===== src/rtl/muldiv_seq_if.sv =====
// Handshake/bus bundle between the decode/writeback stage and the
// iterative RV32M multiply/divide sequencer.
interface muldiv_seq_if #(
  parameter int XLEN = 32
);
  logic            start;
  logic [2:0]      op;
  logic [XLEN-1:0] rs1;
  logic [XLEN-1:0] rs2;
  logic            flush;
  logic            busy;
  logic            stall;
  logic            done;
  logic [XLEN-1:0] result;

  modport master (
    output start, op, rs1, rs2, flush,
    input  busy, stall, done, result
  );

  modport slave (
    input  start, op, rs1, rs2, flush,
    output busy, stall, done, result
  );
endinterface


===== src/rtl/muldiv_seq.sv =====
// Iterative RV32M multiply/divide sequencer.
// Multiply is shift-add on operand magnitudes, divide is restoring
// shift-subtract; signs are applied in a single FIX cycle afterwards.
// Optional build macro MULDIV_EARLY_OUT_EN: divide-by-zero, signed
// overflow and multiply-by-zero finish straight from IDLE into DONE.
module muldiv_seq #(
  parameter int XLEN  = 32,
  parameter int CNT_W = $clog2(XLEN)
) (
  input  logic         clk,
  input  logic         reset,
  muldiv_seq_if.slave  bus
);

  typedef enum logic [1:0] {IDLE = 2'd0, CALC = 2'd1, FIX = 2'd2, DONE = 2'd3} state_t;

  localparam logic [XLEN-1:0] MIN_C  = {1'b1, {(XLEN-1){1'b0}}};
  localparam logic [XLEN-1:0] ONES_C = {XLEN{1'b1}};
  localparam logic [XLEN-1:0] ZERO_C = {XLEN{1'b0}};

  // Result of the architecturally defined corner cases (divide ops only;
  // a multiply by zero is simply zero). op[1] selects remainder vs quotient.
  function automatic logic [XLEN-1:0] special_res(input logic [2:0] op,
                                                  input logic dz,
                                                  input logic [XLEN-1:0] a);
    if (!op[2])     return ZERO_C;
    else if (dz)    return op[1] ? a : ONES_C;
    else            return op[1] ? ZERO_C : MIN_C;
  endfunction

  state_t              state_q, state_d;
  logic [2:0]          op_q, op_d;
  logic [XLEN-1:0]     b_q, b_d;          // |rs2|
  logic [XLEN-1:0]     rs1_q, rs1_d;      // rs1 as presented, for rem-by-zero
  logic                neg_q, neg_d;      // product / quotient negate
  logic                rneg_q, rneg_d;    // remainder negate (dividend sign)
  logic                dz_q, dz_d;
  logic                ovf_q, ovf_d;
  logic [CNT_W-1:0]    cnt_q, cnt_d;
  logic [2*XLEN-1:0]   acc_q, acc_d;      // {hi, lo} product or {rem, quot}
  logic [XLEN-1:0]     result_q, result_d;

  logic                neg_a_s, neg_b_s, dz_in_s, ovf_in_s;
  logic [XLEN-1:0]     mag_a_s, mag_b_s;
  logic [XLEN:0]       sum_s, rem_sh_s, diff_s;
  logic [2*XLEN-1:0]   mul_step_s, div_step_s, prod_s;
  logic [XLEN-1:0]     quot_s, rem_s, fix_res_s;
  logic                busy_s;
`ifdef MULDIV_EARLY_OUT_EN
  logic                early_s;
`endif

  // Operand decode at acceptance: signedness, magnitudes and special flags.
  always_comb begin
    neg_a_s  = (bus.op == 3'd1 || bus.op == 3'd2 || bus.op == 3'd4 || bus.op == 3'd6)
               & bus.rs1[XLEN-1];
    neg_b_s  = (bus.op == 3'd1 || bus.op == 3'd4 || bus.op == 3'd6) & bus.rs2[XLEN-1];
    mag_a_s  = neg_a_s ? (ZERO_C - bus.rs1) : bus.rs1;
    mag_b_s  = neg_b_s ? (ZERO_C - bus.rs2) : bus.rs2;
    dz_in_s  = (bus.rs2 == ZERO_C);
    ovf_in_s = (bus.op == 3'd4 || bus.op == 3'd6) && (bus.rs1 == MIN_C) && (bus.rs2 == ONES_C);
`ifdef MULDIV_EARLY_OUT_EN
    early_s  = bus.op[2] ? (dz_in_s | ovf_in_s)
                         : ((bus.rs1 == ZERO_C) | (bus.rs2 == ZERO_C));
`endif
  end

  // One iteration of shift-add multiply and restoring divide, plus FIX-stage sign fixup.
  always_comb begin
    sum_s      = {1'b0, acc_q[2*XLEN-1:XLEN]} + (acc_q[0] ? {1'b0, b_q} : {(XLEN+1){1'b0}});
    mul_step_s = {sum_s, acc_q[XLEN-1:1]};
    rem_sh_s   = {acc_q[2*XLEN-1:XLEN], acc_q[XLEN-1]};
    diff_s     = rem_sh_s - {1'b0, b_q};
    if (diff_s[XLEN]) begin
      div_step_s = {rem_sh_s[XLEN-1:0], acc_q[XLEN-2:0], 1'b0};
    end else begin
      div_step_s = {diff_s[XLEN-1:0], acc_q[XLEN-2:0], 1'b1};
    end
    prod_s = neg_q  ? -acc_q : acc_q;
    quot_s = neg_q  ? (ZERO_C - acc_q[XLEN-1:0]) : acc_q[XLEN-1:0];
    rem_s  = rneg_q ? (ZERO_C - acc_q[2*XLEN-1:XLEN]) : acc_q[2*XLEN-1:XLEN];
    if (!op_q[2]) begin
      fix_res_s = (op_q == 3'd0) ? prod_s[XLEN-1:0] : prod_s[2*XLEN-1:XLEN];
    end else if (dz_q || ovf_q) begin
      fix_res_s = special_res(op_q, dz_q, rs1_q);
    end else begin
      fix_res_s = op_q[1] ? rem_s : quot_s;
    end
  end

  // Next-state and datapath updates; flush beats start, DONE always completes.
  always_comb begin
    state_d  = state_q;
    op_d     = op_q;
    b_d      = b_q;
    rs1_d    = rs1_q;
    neg_d    = neg_q;
    rneg_d   = rneg_q;
    dz_d     = dz_q;
    ovf_d    = ovf_q;
    cnt_d    = cnt_q;
    acc_d    = acc_q;
    result_d = result_q;
    case (state_q)
      IDLE: begin
        if (bus.flush) begin
          state_d = IDLE;
        end else if (bus.start) begin
          op_d    = bus.op;
          b_d     = mag_b_s;
          rs1_d   = bus.rs1;
          neg_d   = neg_a_s ^ neg_b_s;
          rneg_d  = neg_a_s;
          dz_d    = dz_in_s;
          ovf_d   = ovf_in_s;
          cnt_d   = CNT_W'(XLEN-1);
          acc_d   = {ZERO_C, mag_a_s};
          state_d = CALC;
`ifdef MULDIV_EARLY_OUT_EN
          if (early_s) begin
            state_d  = DONE;
            result_d = special_res(bus.op, dz_in_s, bus.rs1);
          end else begin
            state_d  = CALC;
          end
`endif
        end else begin
          state_d = IDLE;
        end
      end
      CALC: begin
        if (bus.flush) begin
          state_d = IDLE;
        end else begin
          acc_d = op_q[2] ? div_step_s : mul_step_s;
          cnt_d = cnt_q - CNT_W'(1);
          if (cnt_q == {CNT_W{1'b0}}) begin
            state_d = FIX;
          end else begin
            state_d = CALC;
          end
        end
      end
      FIX: begin
        if (bus.flush) begin
          state_d = IDLE;
        end else begin
          result_d = fix_res_s;
          state_d  = DONE;
        end
      end
      DONE: begin
        state_d = IDLE;
      end
      default: begin
        state_d = IDLE;
      end
    endcase
  end

  // State and datapath registers with synchronous reset.
  always_ff @(posedge clk) begin
    if (reset) begin
      state_q  <= IDLE;
      op_q     <= 3'd0;
      b_q      <= ZERO_C;
      rs1_q    <= ZERO_C;
      neg_q    <= 1'b0;
      rneg_q   <= 1'b0;
      dz_q     <= 1'b0;
      ovf_q    <= 1'b0;
      cnt_q    <= {CNT_W{1'b0}};
      acc_q    <= {(2*XLEN){1'b0}};
      result_q <= ZERO_C;
    end else begin
      state_q  <= state_d;
      op_q     <= op_d;
      b_q      <= b_d;
      rs1_q    <= rs1_d;
      neg_q    <= neg_d;
      rneg_q   <= rneg_d;
      dz_q     <= dz_d;
      ovf_q    <= ovf_d;
      cnt_q    <= cnt_d;
      acc_q    <= acc_d;
      result_q <= result_d;
    end
  end

  assign busy_s     = (state_q == CALC) || (state_q == FIX);
  assign bus.busy   = busy_s;
  assign bus.done   = (state_q == DONE);
  assign bus.stall  = (bus.start && (state_q == IDLE)) || busy_s;
  assign bus.result = result_q;

endmodule


===== src/flat_wrapper.sv =====
// flat-port wrapper written by rule: the top's interface ports become plain ports
module muldiv_seq_flat 
#(
  parameter int XLEN  = 32,
  parameter int CNT_W = $clog2(XLEN)
)
  (clk, reset, bus_start, bus_op, bus_rs1, bus_rs2, bus_flush, bus_busy, bus_stall, bus_done, bus_result);
  muldiv_seq_if #(.XLEN(XLEN)) bus_i ();
  input  logic clk;
  input  logic reset;
  input wire logic [$bits(bus_i.start)-1:0] bus_start;
  input wire logic [$bits(bus_i.op)-1:0] bus_op;
  input wire logic [$bits(bus_i.rs1)-1:0] bus_rs1;
  input wire logic [$bits(bus_i.rs2)-1:0] bus_rs2;
  input wire logic [$bits(bus_i.flush)-1:0] bus_flush;
  output wire logic [$bits(bus_i.busy)-1:0] bus_busy;
  output wire logic [$bits(bus_i.stall)-1:0] bus_stall;
  output wire logic [$bits(bus_i.done)-1:0] bus_done;
  output wire logic [$bits(bus_i.result)-1:0] bus_result;
  assign bus_i.start = bus_start;
  assign bus_i.op = bus_op;
  assign bus_i.rs1 = bus_rs1;
  assign bus_i.rs2 = bus_rs2;
  assign bus_i.flush = bus_flush;
  assign bus_busy = bus_i.busy;
  assign bus_stall = bus_i.stall;
  assign bus_done = bus_i.done;
  assign bus_result = bus_i.result;
  muldiv_seq #(.XLEN(XLEN), .CNT_W(CNT_W)) u_core (.clk(clk), .reset(reset), .bus(bus_i));
endmodule

===== config.mk =====
export PLATFORM = sky130hd
export DESIGN_NAME = muldiv_seq_flat
export DESIGN_NICKNAME = d
export VERILOG_FILES = /design/src/rtl/muldiv_seq_if.sv /design/src/rtl/muldiv_seq.sv /design/src/flat_wrapper.sv
export SDC_FILE = /design/constraint.sdc
export NUM_CORES = 1
export LEC_CHECK = 0
export ABC_AREA = 0
export ABC_CLOCK_PERIOD_IN_PS = 9200
export CAP_MARGIN = 15
export CORE_MARGIN = 2
export CORE_UTILIZATION = 25
export CTS_CLUSTER_SIZE = 30
export DETAILED_ROUTE_END_ITERATION = 10
export DONT_BUFFER_PORTS = 1
export PLACE_DENSITY_LB_ADDON = 0.15
export SLEW_MARGIN = 10
export SYNTH_ARGS = -nofsm -noshare
export SYNTH_HDL_FRONTEND = slang
export SYNTH_SLANG_ARGS = --single-unit

===== constraint.sdc =====
create_clock -name clk -period 9.2 [get_ports clk]
set_input_delay 1.84 -clock clk [delete_from_list [all_inputs] [get_ports clk]]
set_output_delay 1.84 -clock clk [all_outputs]
set_load 0.01 [all_outputs]

==> out/metrics.yaml <==
path_class: "register to register"
clk_pin_slew_worst_paths_ns: 0.08
final_antenna_net_count: 0
dp_hpwl_mm: 50.3
dp_slack_ns: 4.63
fmax_mhz: 239
peakVddDrop_mv: 0.147
synth_seq_cells: 174
crit_required_ns: 9.54
io_buffers: 0
clk_latency_ns: 0.49
status: "complete, no violations"
fin_setup_tns_ns: 0
max_stage_delay_ns: 0.51
setup_violations: 0
io_pins: 106
die_x_um: 254
hp-class: "register to register"
layout.nets: 2201
fp.dieArea_um2: 64400
regArea_um2: 3490
synth_area_per_cell_um2: 7.21
hold_buffers: 0
drive_gt1_frac: 0.0571
post_cts_buffers: 0
yosysWarnings: 0
n_fill_cell: 6907
hold_violations: 0
start_kind: "register"
mostFrequentLayoutCells: "nand2_1, nor2_1, a21oi_1"
worst_slack_ns: 5.02
fin_worst_hold_slack_ns: 0.457
via_per_inst: 5.42
ys_types: 82
core_um2: 61700
final_util: 0.274
firstDrtPassIters: 6
wl_mm: 66.3
synth_top_flop_cell: "dfxtp_1"
drv_cap: 0
synthCells: 2165
maxSlewViolCount: 0
grt_max_degree: 146
drt_iter0_drc: 1335
cts_tree: "done"
power_per_cell_area_nw_per_um2: 123
die_h_um: 254
cts_sinks: 174
cts_buffers: 17
syn_area_um2: 15600
h-tree-depth: 4
finClkSkew_ns: 0.0145
rows: 91
period_minus_slack_ns: 4.18
rsz0062_at_grt: "no"
clockBufferDepth: 2
grt.total_usage: 0.204
post-route-drc-count: 0
vias: 15741
cts_root_buf: "clkbuf_16"
tightest_slew_ns: 1.04
cp_max_fo: 19
layout_commonest_cell: "nand2_1"
arrival_ns: 4.51
grt_overflow: 0
cts_resized: 0
antenna_found_initial: 0
timing.final.crit_share: 0.454
async_flop_share: 0
grt_pass1_wl_mm: 99.0
setup.worst_path.end_class: "register"
multi_input_area_um2: 11300
syn_nets: 2312
relSlewSlack: 0.304
grt_pass1_vias: 15086
start_util: 0.253
globalplace.congestion: 0.910
wl_per_cell_um: 22.8
slowest_stage: "xor2_4"
ys_seq_area_frac: 0.223
p_leak_nw: 5.93
path_cells: "inv_1, ha_1, fa_1, nand2b_1, a21oi_1, o2111ai_1, nand3_1, a211oi_2, a21oi_4, xor2_4, buf_4, mux2i_1, o221ai_1"
synth-edff-count: 0
syn2layout_area_growth_pct: 8.36
## worst max-delay path: cells and delay by family (launching register included)
family | cells | cell delay (ns)
AO/OA/AOI/OAI | 5 | 1.23
adder cells (fa/ha/maj) | 2 | 0.67
buffers and inverters | 2 | 0.57
XOR/XNOR | 1 | 0.51
flip-flops | 1 | 0.49
AND/OR/NAND/NOR | 2 | 0.32
multiplexers | 1 | 0.23
## layer usage
layer  vias up  share of wire  GRT usage
met4         0          0.025     0.0701
met3        65          0.060     0.0357
met5         -              0          0
met2       435           0.44      0.314
met1      7668           0.47      0.286
li1       7573              -          -
## sequential cells by signal, indices dropped and copies added, names as in the netlist
| register | cells |
|---|---|
| u_core.acc_q | 64 |
| u_core.state_q | 2 |
| u_core.dz_q | 1 |
| u_core.neg_q | 1 |
| u_core.op_q | 3 |
| u_core.rs1_q | 32 |
| u_core.bus.result | 32 |
| u_core.b_q | 32 |
| u_core.cnt_q | 5 |
| u_core.rneg_q | 1 |
| u_core.ovf_q | 1 |
## synth_stat cells (52+ instances only)
library cell	instances	area, um^2
a21oi_1	195	976
clkbuf_1	130	488
dfxtp_1	174	3480
ha_1	74	926
inv_1	67	251
mux2i_1	60	601
nand2_1	299	1120
nor2_1	204	766
o211ai_1	52	390
o21ai_0	146	731
xnor2_1	97	850
xor2_1	95	832
## kinds of logic (layout without fill, tap and decap cells)
group           count (synthesis)  in the layout  share of synthesized area
xor+xnor                      194            194                      0.111
simple gates                  767            767                      0.232
fa+ha+maj                      76             76                     0.0619
buf+inv                       228            130                     0.0577
compound gates                660            660                      0.272
flops                         174            174                      0.223
mux                            66             66                     0.0428
other cells                     0              1                          0
## area by class of cell
| class | instances | share of cell area |
|---|---|---|
| flip-flops and latches | 174 | 0.206 |
| repair buffers | 31 | 0.0140 |
| multi-input cells | 1763 | 0.666 |
| inverters | 67 | 0.0149 |
| diodes | 1 | 0.000148 |
| well taps | 837 | 0.0619 |
| clock buffers | 17 | 0.0252 |
| clock inverters | 15 | 0.0115 |
## stage by stage
stage          cells  cell area (um^2)  total power [mW]
6_report        2905             16900              2.09
5_1_grt         2904             16900              2.18
4_1_cts         2904             16900              2.10
3_5_place_dp    2872             16300              1.28
3_3_place_gp    2871             16300              1.28
2_1_floorplan   2165             15600              1.16
## where the power goes
| group | leakage, nW | internal (mW) | switching (mW) |
|---|---|---|---|
| Clock | 0.296 | 0.436 | 0.377 |
| Sequential | 1.42 | 0.781 | 0.0444 |
| Combinational | 4.21 | 0.159 | 0.288 |
## worst paths after layout
| path | startpoint | endpoint | slack (ns) | cells past startpoint |
|---|---|---|---|---|
| setup / recovery | u_core.acc_q[31]$_SDFFE_PP0P_ | u_core.acc_q[59]$_SDFFE_PP0P_ | 5.02 | 13 |
| hold / removal | u_core.b_q[17]$_SDFFE_PP0P_ | u_core.b_q[17]$_SDFFE_PP0P_ | 0.46 | 2 |
| setup reg to reg | u_core.acc_q[31]$_SDFFE_PP0P_ | u_core.acc_q[59]$_SDFFE_PP0P_ | 5.02 | 13 |
| hold reg to reg | u_core.b_q[17]$_SDFFE_PP0P_ | u_core.b_q[17]$_SDFFE_PP0P_ | 0.46 | 2 |
No activity file was read; power rests on OpenSTA's default activity.
